[config.mk]
export PLATFORM = sky130hd
export DESIGN_NAME = coord_frame_parser
export DESIGN_NICKNAME = d
export VERILOG_FILES = /design/src/rtl/coord_frame_parser.sv
export SDC_FILE = /design/constraint.sdc
export NUM_CORES = 1
export LEC_CHECK = 0
export ABC_AREA = 1
export CELL_PAD_IN_SITES_DETAIL_PLACEMENT = 1
export CELL_PAD_IN_SITES_GLOBAL_PLACEMENT = 1
export CORE_MARGIN = 2
export CORE_UTILIZATION = 46
export CTS_CLUSTER_DIAMETER = 150
export CTS_CLUSTER_SIZE = 12
export DETAILED_ROUTE_END_ITERATION = 6
export PLACE_DENSITY_LB_ADDON = 0.1
export RECOVER_POWER = 100
export SLEW_MARGIN = 0
export SYNTH_ARGS = -nofsm -noshare
export SYNTH_HDL_FRONTEND = slang
export SYNTH_SLANG_ARGS = --single-unit
export TNS_END_PERCENT = 1
[constraint.sdc]
create_clock -name clock -period 6.3 [get_ports clock]
set_clock_uncertainty 0.1 [all_clocks]
set_input_delay 1.89 -clock clock [delete_from_list [all_inputs] [get_ports clock]]
set_output_delay 1.89 -clock clock [all_outputs]
set_load 0.1 [all_outputs]
[src/rtl/coord_frame_parser.sv]
`default_nettype none
// ============================================================================
// Module      : coord_frame_parser
// Description : Turns the ASCII byte stream from the UART receiver into
//               complete coordinate frames of the form 'S' <dec> ',' <dec>
//               ',' <dec> 'E'. It classifies each byte, accumulates decimal
//               digits, checks the frame structure and presents every good
//               frame as one parallel vector.
// Ports       : clock       - system clock, rising edge
//               reset_n     - asynchronous active-low reset
//               byte_valid  - byte_in carries a received char this cycle
//               byte_in     - ASCII character
//               coords      - last good frame, coord 0 in the LSBs
//               frame_valid - 1-cycle pulse, coords just updated
//               frame_error - 1-cycle pulse, current frame discarded
//               busy        - high while a frame is being collected
//               frame_count - good-frame counter, wraps 255 -> 0
// Revision    : 1.0 - initial release
// ============================================================================
module coord_frame_parser #(
    parameter int NUM_COORDS = 3,
    parameter int COORD_W    = 12,
    parameter int MAX_DIGITS = 4
) (
    input  logic                          clock,
    input  logic                          reset_n,
    input  logic                          byte_valid,
    input  logic [7:0]                    byte_in,
    output logic [NUM_COORDS*COORD_W-1:0] coords,
    output logic                          frame_valid,
    output logic                          frame_error,
    output logic                          busy,
    output logic [7:0]                    frame_count
);

    localparam int IDX_W = (NUM_COORDS > 1) ? $clog2(NUM_COORDS) : 1;
    localparam int CNT_W = $clog2(MAX_DIGITS + 1);
    localparam int NXT_W = COORD_W + 4;
    localparam int VEC_W = NUM_COORDS * COORD_W;

    localparam logic [0:0]       C_ST_IDLE  = 1'b0;
    localparam logic [0:0]       C_ST_FIELD = 1'b1;
    localparam logic [IDX_W-1:0] C_IDX_LAST = IDX_W'(NUM_COORDS - 1);
    localparam logic [CNT_W-1:0] C_CNT_MAX  = CNT_W'(MAX_DIGITS);
    localparam logic [NXT_W-1:0] C_VAL_MAX  = {4'b0000, {COORD_W{1'b1}}};

    logic [0:0]         r_state;
    logic [0:0]         w_state_next;
    logic [COORD_W-1:0] r_acc;
    logic [CNT_W-1:0]   r_digit_cnt;
    logic [IDX_W-1:0]   r_idx;
    logic [VEC_W-1:0]   r_shadow;
    logic [VEC_W-1:0]   r_coords;
    logic               r_frame_valid;
    logic               r_frame_error;
    logic [7:0]         r_frame_count;

    logic               w_is_start;
    logic               w_is_end;
    logic               w_is_sep;
    logic               w_is_digit;
    logic [NXT_W-1:0]   w_acc_ext;
    logic [NXT_W-1:0]   w_nxt;
    logic               w_cnt_zero;
    logic               w_idx_last;
    logic               w_in_field;
    logic               w_open;
    logic               w_resync;
    logic               w_digit_ok;
    logic               w_sep_ok;
    logic               w_end_ok;
    logic               w_abort;
    logic [VEC_W-1:0]   w_frame;

    // Byte classification
    always_comb begin
        w_is_start = (byte_in == 8'h53);
        w_is_end   = (byte_in == 8'h45);
        w_is_sep   = (byte_in == 8'h2C);
        w_is_digit = (byte_in >= 8'h30) && (byte_in <= 8'h39);
    end

    // acc*10 + d as two shifts and adds; the widened path cannot overflow,
    // so the range test below sees the true value.
    assign w_acc_ext  = {4'b0000, r_acc};
    assign w_nxt      = (w_acc_ext << 3) + (w_acc_ext << 1)
                      + {{COORD_W{1'b0}}, byte_in[3:0]};
    assign w_cnt_zero = (r_digit_cnt == '0);
    assign w_idx_last = (r_idx == C_IDX_LAST);

    // State register
    always_ff @(posedge clock or negedge reset_n) begin
        if (!reset_n) begin
            r_state <= C_ST_IDLE;
        end else begin
            r_state <= w_state_next;
        end
    end

    // Next-state logic
    always_comb begin
        w_state_next = r_state;
        if (byte_valid) begin
            case (r_state)
                C_ST_IDLE: begin
                    if (w_is_start) begin
                        w_state_next = C_ST_FIELD;
                    end
                end
                C_ST_FIELD: begin
                    if (w_is_start) begin
                        w_state_next = C_ST_FIELD;
                    end else if (w_end_ok || w_abort) begin
                        w_state_next = C_ST_IDLE;
                    end
                end
                default: w_state_next = C_ST_IDLE;
            endcase
        end
    end

    // Per-byte actions. Anything inside a frame that is neither a start,
    // an accepted digit, an accepted separator nor an accepted end aborts.
    always_comb begin
        w_in_field = byte_valid && (r_state == C_ST_FIELD);
        w_open     = byte_valid && w_is_start;
        w_resync   = w_in_field && w_is_start;
        w_digit_ok = w_in_field && w_is_digit
                   && (r_digit_cnt != C_CNT_MAX) && (w_nxt <= C_VAL_MAX);
        w_sep_ok   = w_in_field && w_is_sep && !w_cnt_zero && !w_idx_last;
        w_end_ok   = w_in_field && w_is_end && !w_cnt_zero && w_idx_last;
        w_abort    = w_in_field && !w_is_start
                   && !w_digit_ok && !w_sep_ok && !w_end_ok;
    end

    // The last coordinate is still in acc when 'E' arrives; its shadow
    // slot is never written and is replaced here.
    always_comb begin
        w_frame = r_shadow;
        w_frame[(NUM_COORDS-1)*COORD_W +: COORD_W] = r_acc;
    end

    // Datapath and registered outputs
    always_ff @(posedge clock or negedge reset_n) begin
        if (!reset_n) begin
            r_acc         <= '0;
            r_digit_cnt   <= '0;
            r_idx         <= '0;
            r_shadow      <= '0;
            r_coords      <= '0;
            r_frame_valid <= 1'b0;
            r_frame_error <= 1'b0;
            r_frame_count <= 8'd0;
        end else begin
            r_frame_valid <= w_end_ok;
            r_frame_error <= w_abort | w_resync;
            if (w_open) begin
                r_acc       <= '0;
                r_digit_cnt <= '0;
                r_idx       <= '0;
            end else if (w_digit_ok) begin
                r_acc       <= w_nxt[COORD_W-1:0];
                r_digit_cnt <= r_digit_cnt + CNT_W'(1);
            end else if (w_sep_ok) begin
                r_shadow[r_idx*COORD_W +: COORD_W] <= r_acc;
                r_idx       <= r_idx + IDX_W'(1);
                r_acc       <= '0;
                r_digit_cnt <= '0;
            end
            if (w_end_ok) begin
                r_coords      <= w_frame;
                r_frame_count <= r_frame_count + 8'd1;
            end
        end
    end

    assign coords      = r_coords;
    assign frame_valid = r_frame_valid;
    assign frame_error = r_frame_error;
    assign busy        = (r_state == C_ST_FIELD);
    assign frame_count = r_frame_count;

endmodule
`default_nettype wire
After elaboration in Yosys (flattened, before gate mapping) --
Cells that the tools add are included.
Storage, ports and cells: flip-flop bits (word level) 100, bits of input ports 11, output and inout bits 47, word-level logic and storage cells 74
Cells by class: $add $sub $neg 6, multipliers 1, magnitude comparators 3, equality and inequality tests 6, shift operators 2, mux-type cells 14, bitwise operators 4, reductions and logical operators 29
Operators by type and width (count):
- 36-bit bitwise mux | 1
- 12-bit two-way mux | 3
- 12-bit by 34-bit variable shift with 36-bit output (first input constant) | 1
- 12-bit by 34-bit variable part select with 36-bit output | 1
- 6-bit negator with 34-bit output | 1
- 1-bit logical AND | 17
- 15-bit by 13-bit adder with 16-bit output | 1
- 16-bit by 4-bit adder with 16-bit output | 1
- 8-bit by 7-bit equality test with 1-bit output (second input constant) | 2
- 16-bit by 12-bit less-or-equal comparator with 1-bit output (second input constant) | 1
- 3-bit two-way mux | 3
- 8-bit by 1-bit adder with 8-bit output (second input constant) | 1
- 8-bit by 6-bit equality test with 1-bit output (second input constant) | 1
- 8-bit by 6-bit greater-or-equal comparator with 1-bit output (second input constant) | 1
- 8-bit by 6-bit less-or-equal comparator with 1-bit output (second input constant) | 1
- 1-bit zero test | 6
- 2-bit two-way mux | 3
- 2-bit by 2-bit multiplier with 4-bit output (second input constant) | 1
- 3-bit by 1-bit adder with 3-bit output (second input constant) | 1
- 3-bit zero test | 1
- 1-bit two-way mux | 3
- 3-bit inequality test (second input constant) | 1
- 1-bit inverter | 3
- 3-bit AND reduction | 1
- 9 further kinds | 9

Longest topological paths before layout --
depth in word-level cells 13, gate-level depth with buffers 17, depth with buffers taken out 16

Least setup slack after synthesis --
Ideal clock, no wire load.
path type input -> register, start point in byte_in[3], end point reg r_acc[8], library setup time 117 ps, arrival time 3959 ps, required time 6083 ps, slack 2125 ps, cell stages on the path 15, path buffers 1, cell sequence inv_2 fa_1 inv_1 fa_1 nand3_1 nand3_1 nand3_1 nand3_1 nand2_1 nand2_2 nor2_4 nand2_4 buf_8 nand3_2 nand2_1
Between the ends: word-level cells in the longest chain between the ends 7, elaborated cells between the ends (all ways) 17, those cells by class 1 x add/sub; 3 x order compare; 2 x eq/ne; 2 x mux; 9 x reduce/logical
Ends and longest elaborated chain:
- from (decl) | RTL line 28 | input logic [7:0] byte_in,
- parallel branches: the longest is 7 deep, another holds 16-bit by 4-bit adder with 16-bit output
- to (signal assigned) | RTL line 162 | r_acc <= w_nxt[COORD_W-1:0];
- to (decl) | RTL line 49 | logic [COORD_W-1:0] r_acc;
Parallel ways; which one is timed is not known. A chain may end at the register's enable or synchronous reset.

Final worst setup path --
start point in byte_in[3], end point reg r_digit_cnt[0]
Between the ends: word-level cells in the longest chain between the ends 7, elaborated cells between the ends (all ways) 17, those cells by class 1 x add/sub; 3 x order compare; 2 x eq/ne; 2 x mux; 9 x reduce/logical
Ends and longest elaborated chain:
- parallel branches: the longest is 7 deep, another holds 16-bit by 4-bit adder with 16-bit output
- to (signal assigned) | RTL line 163 | r_digit_cnt <= r_digit_cnt + CNT_W'(1);
- to (decl) | RTL line 50 | logic [CNT_W-1:0] r_digit_cnt;
Parallel ways; which one is timed is not known.

==> impl_metrics.json <==
{
  "tightest_slew_ns": 2.12,
  "setup_viol": 0,
  "synth.top_cells.by_area": "dfrtp_1 43%, nand2_1 15%, ha_1 7.5%, inv_1 5.1%, nand3_1 4.2%",
  "top_usage_layer": "met2",
  "relSlewSlack_pct": -41.6,
  "grt_pass1_wl_um": 23100,
  "syn-num-nets": 694,
  "gp_congestion": 0.950,
  "cts_buffers": 9,
  "num_rows": 38,
  "globalRouteOverflowTotal": 0,
  "nets": 743,
  "netlist_area_um2": 5170,
  "seq_area_um2": 2200,
  "routed_via_density": 5.37,
  "area_delta_synth_final_pct": 14.9,
  "fin_crit_ns": 5.30,
  "ys_ff_latch": 88,
  "dp.cells": 828,
  "drtIter0Drc": 199,
  "critical_path_class": "input port to flop",
  "grtUsageTotal_pct": 24.8,
  "hold_viol": 0,
  "grt_start_max_net_pins": 89,
  "clk_pin_slew_worst_paths_ns": 0.08,
  "drive_above_1_share_pct": 5.85,
  "wire_per_inst_um": 16.3,
  "finalMaxSlewViolations": 89,
  "syn-instance-count": 650,
  "ys.flop_type": "dfrtp_1",
  "ios": 58,
  "synth.avg_cell_area_um2": 7.95,
  "detail-route-antenna-nets": 0,
  "ys_warn_count": 0,
  "dp_hpwl_um": 10700,
  "setup.worst_path.end_class": "flop",
  "cts_hold_buffers": 0,
  "clk_path_buf_depth": 2,
  "outcome": "finished, violations left",
  "clkLatencyLatePin_ns": 0.36,
  "fin_crit_sh_pct": 84.1,
  "synth.largest_area_cell": "dfrtp_1",
  "synth_edf_count": 0,
  "cts_max_level": 3,
  "ctsResizeCount": 0,
  "power_mw": 1.01,
  "peakVddDrop_mv": 0.131,
  "die_y_um": 110,
  "grt_pass1_vias": 4742,
  "coreArea_um2": 10900,
  "num_vias": 4513,
  "cap_viol_max_count": 1,
  "crit_path_max_fanout": 17,
  "portBuffers": 57,
  "grt_use_met1_pct": 30.8,
  "drc": 0,
  "antenna_found_initial": 0,
  "finalWirelength_um": 13700,
  "seq_area_frac_synth_pct": 42.6,
  "grtUsageMet3_pct": 4.41,
  "cts.sinks": 88,
  "ys_async_sr_fraction_pct": 100,
  "violations": "capacitance limit, slew limit",
  "mostFrequentLayoutCell": "nand2_1",
  "cts_tree": "done",
  "met2_usage_pct": 43.5,
  "start_kind": "input port",
  "p_leak_nw": 3.21,
  "critical_path_required_ns": 6.45,
  "netlist.area_leader.share_pct": 42.6,
  "die_w_um": 110,
  "hold_class": "flop to flop",
  "post_cts_buffers": 0,
  "rsz0062_at_grt": "no",
  "drt_pass1_iterations": 4,
  "p_per_area_nw_per_um2": 170,
  "synth_cell_types": 40,
  "max_freq_ghz": 0.189,
  "cts-root-buf": "clkbuf_8",
  "fin_cells": 841,
  "final_cell_mix": "209 x nand2_1, 88 x dfrtp_1, 72 x inv_1",
  "fin_tns_setup_ns": 0,
  "fillers": 1389,
  "antenna_cells": 0,
  "hold_ws_ns": 0.375,
  "cp_data_arrival_time_ns": 5.45,
  "dieArea_um2": 12100,
  "start_util_pct": 47.5,
  "multiInputGateArea_um2": 2520
}
## cell usage after synthesis (6+ instances only)
cell type / number
a21oi_1: 13
buf_2: 7
clkbuf_1: 7
dfrtp_1: 88
ha_1: 31
inv_1: 70
inv_2: 8
nand2_1: 206
nand2_2: 6
nand3_1: 43
nand3_2: 11
nand4_1: 11
nor2_1: 36
nor3_1: 6
o21ai_0: 34
o21ai_1: 12
o22ai_1: 7
xnor2_1: 6
xor2_1: 9
## per-layer routing
metal	wire, um	up-vias
met5	0	-
met4	267	0
met3	386	20
met2	6920	75
met1	6100	2213
li1	-	2205
## critical path, stage by stage
cell           delay, ns
dlygate4sd3_1       0.62
inv_1               0.13
fa_1                0.56
inv_1               0.08
fa_1                0.47
nand3_1             0.11
nand3_1             0.15
nand3_1             0.13
nand3_1             0.08
nand2_1             0.07
nand2_1             0.09
nor2_4              0.26
nand2_1             0.48
nand3_1             0.24
nand2_1             0.07
## final cells by class
type	count	area share, %
Multi-Input combinational cell	463	42.4
Tap cell	140	2.95
Inverter	79	4.99
Clock inverter	1	0.506
Sequential cell	88	37.1
Clock buffer	12	2.44
Timing Repair Buffer	58	9.59
## final timing paths
kind	cells past startpoint	from	end	slack, ns
worst min register to register	2	r_shadow[12]	coords[12]	0.38
min in group asynchronous	1	reset_n	frame_count[1]	2.05
worst max-delay path	15	byte_in[3]	r_digit_cnt[0]	1.00
worst min-delay path	2	r_shadow[12]	coords[12]	0.38
max in group asynchronous	1	reset_n	frame_valid	2.82
worst max register to register	14	r_acc[2]	r_digit_cnt[0]	2.73
## metrics by stage
stage          worst slack (ns)  area [um2]  util, %
2_1_floorplan              2.12        5170        -
3_3_place_gp               1.23        5810     53.3
3_5_place_dp               1.11        5810     53.3
4_1_cts                    1.50        5980     54.9
5_1_grt                   0.678        5940     54.5
6_report                   1.00        5940     54.5
## cell families after synthesis
group	share of synthesized area, %
and+or+nand+nor	29.4
buffers and inverters	8.01
DFF	42.6
AOI/OAI and AO/OA	9.15
adders and majority gates	8.28
xor gates and xnor gates	2.54
## power breakdown
part | switching [mW] | internal (mW)
sequential | 0.00295 | 0.566
clock | 0.182 | 0.188
combinational | 0.0502 | 0.0186
## flip-flops by register name, indices dropped and copies added, names as in the netlist
name         count
busy             1
coords          36
frame_count      8
frame_error      1
frame_valid      1
r_acc           12
r_digit_cnt      3
r_idx            2
r_shadow        24
No activity file was read; power rests on OpenSTA's default activity.
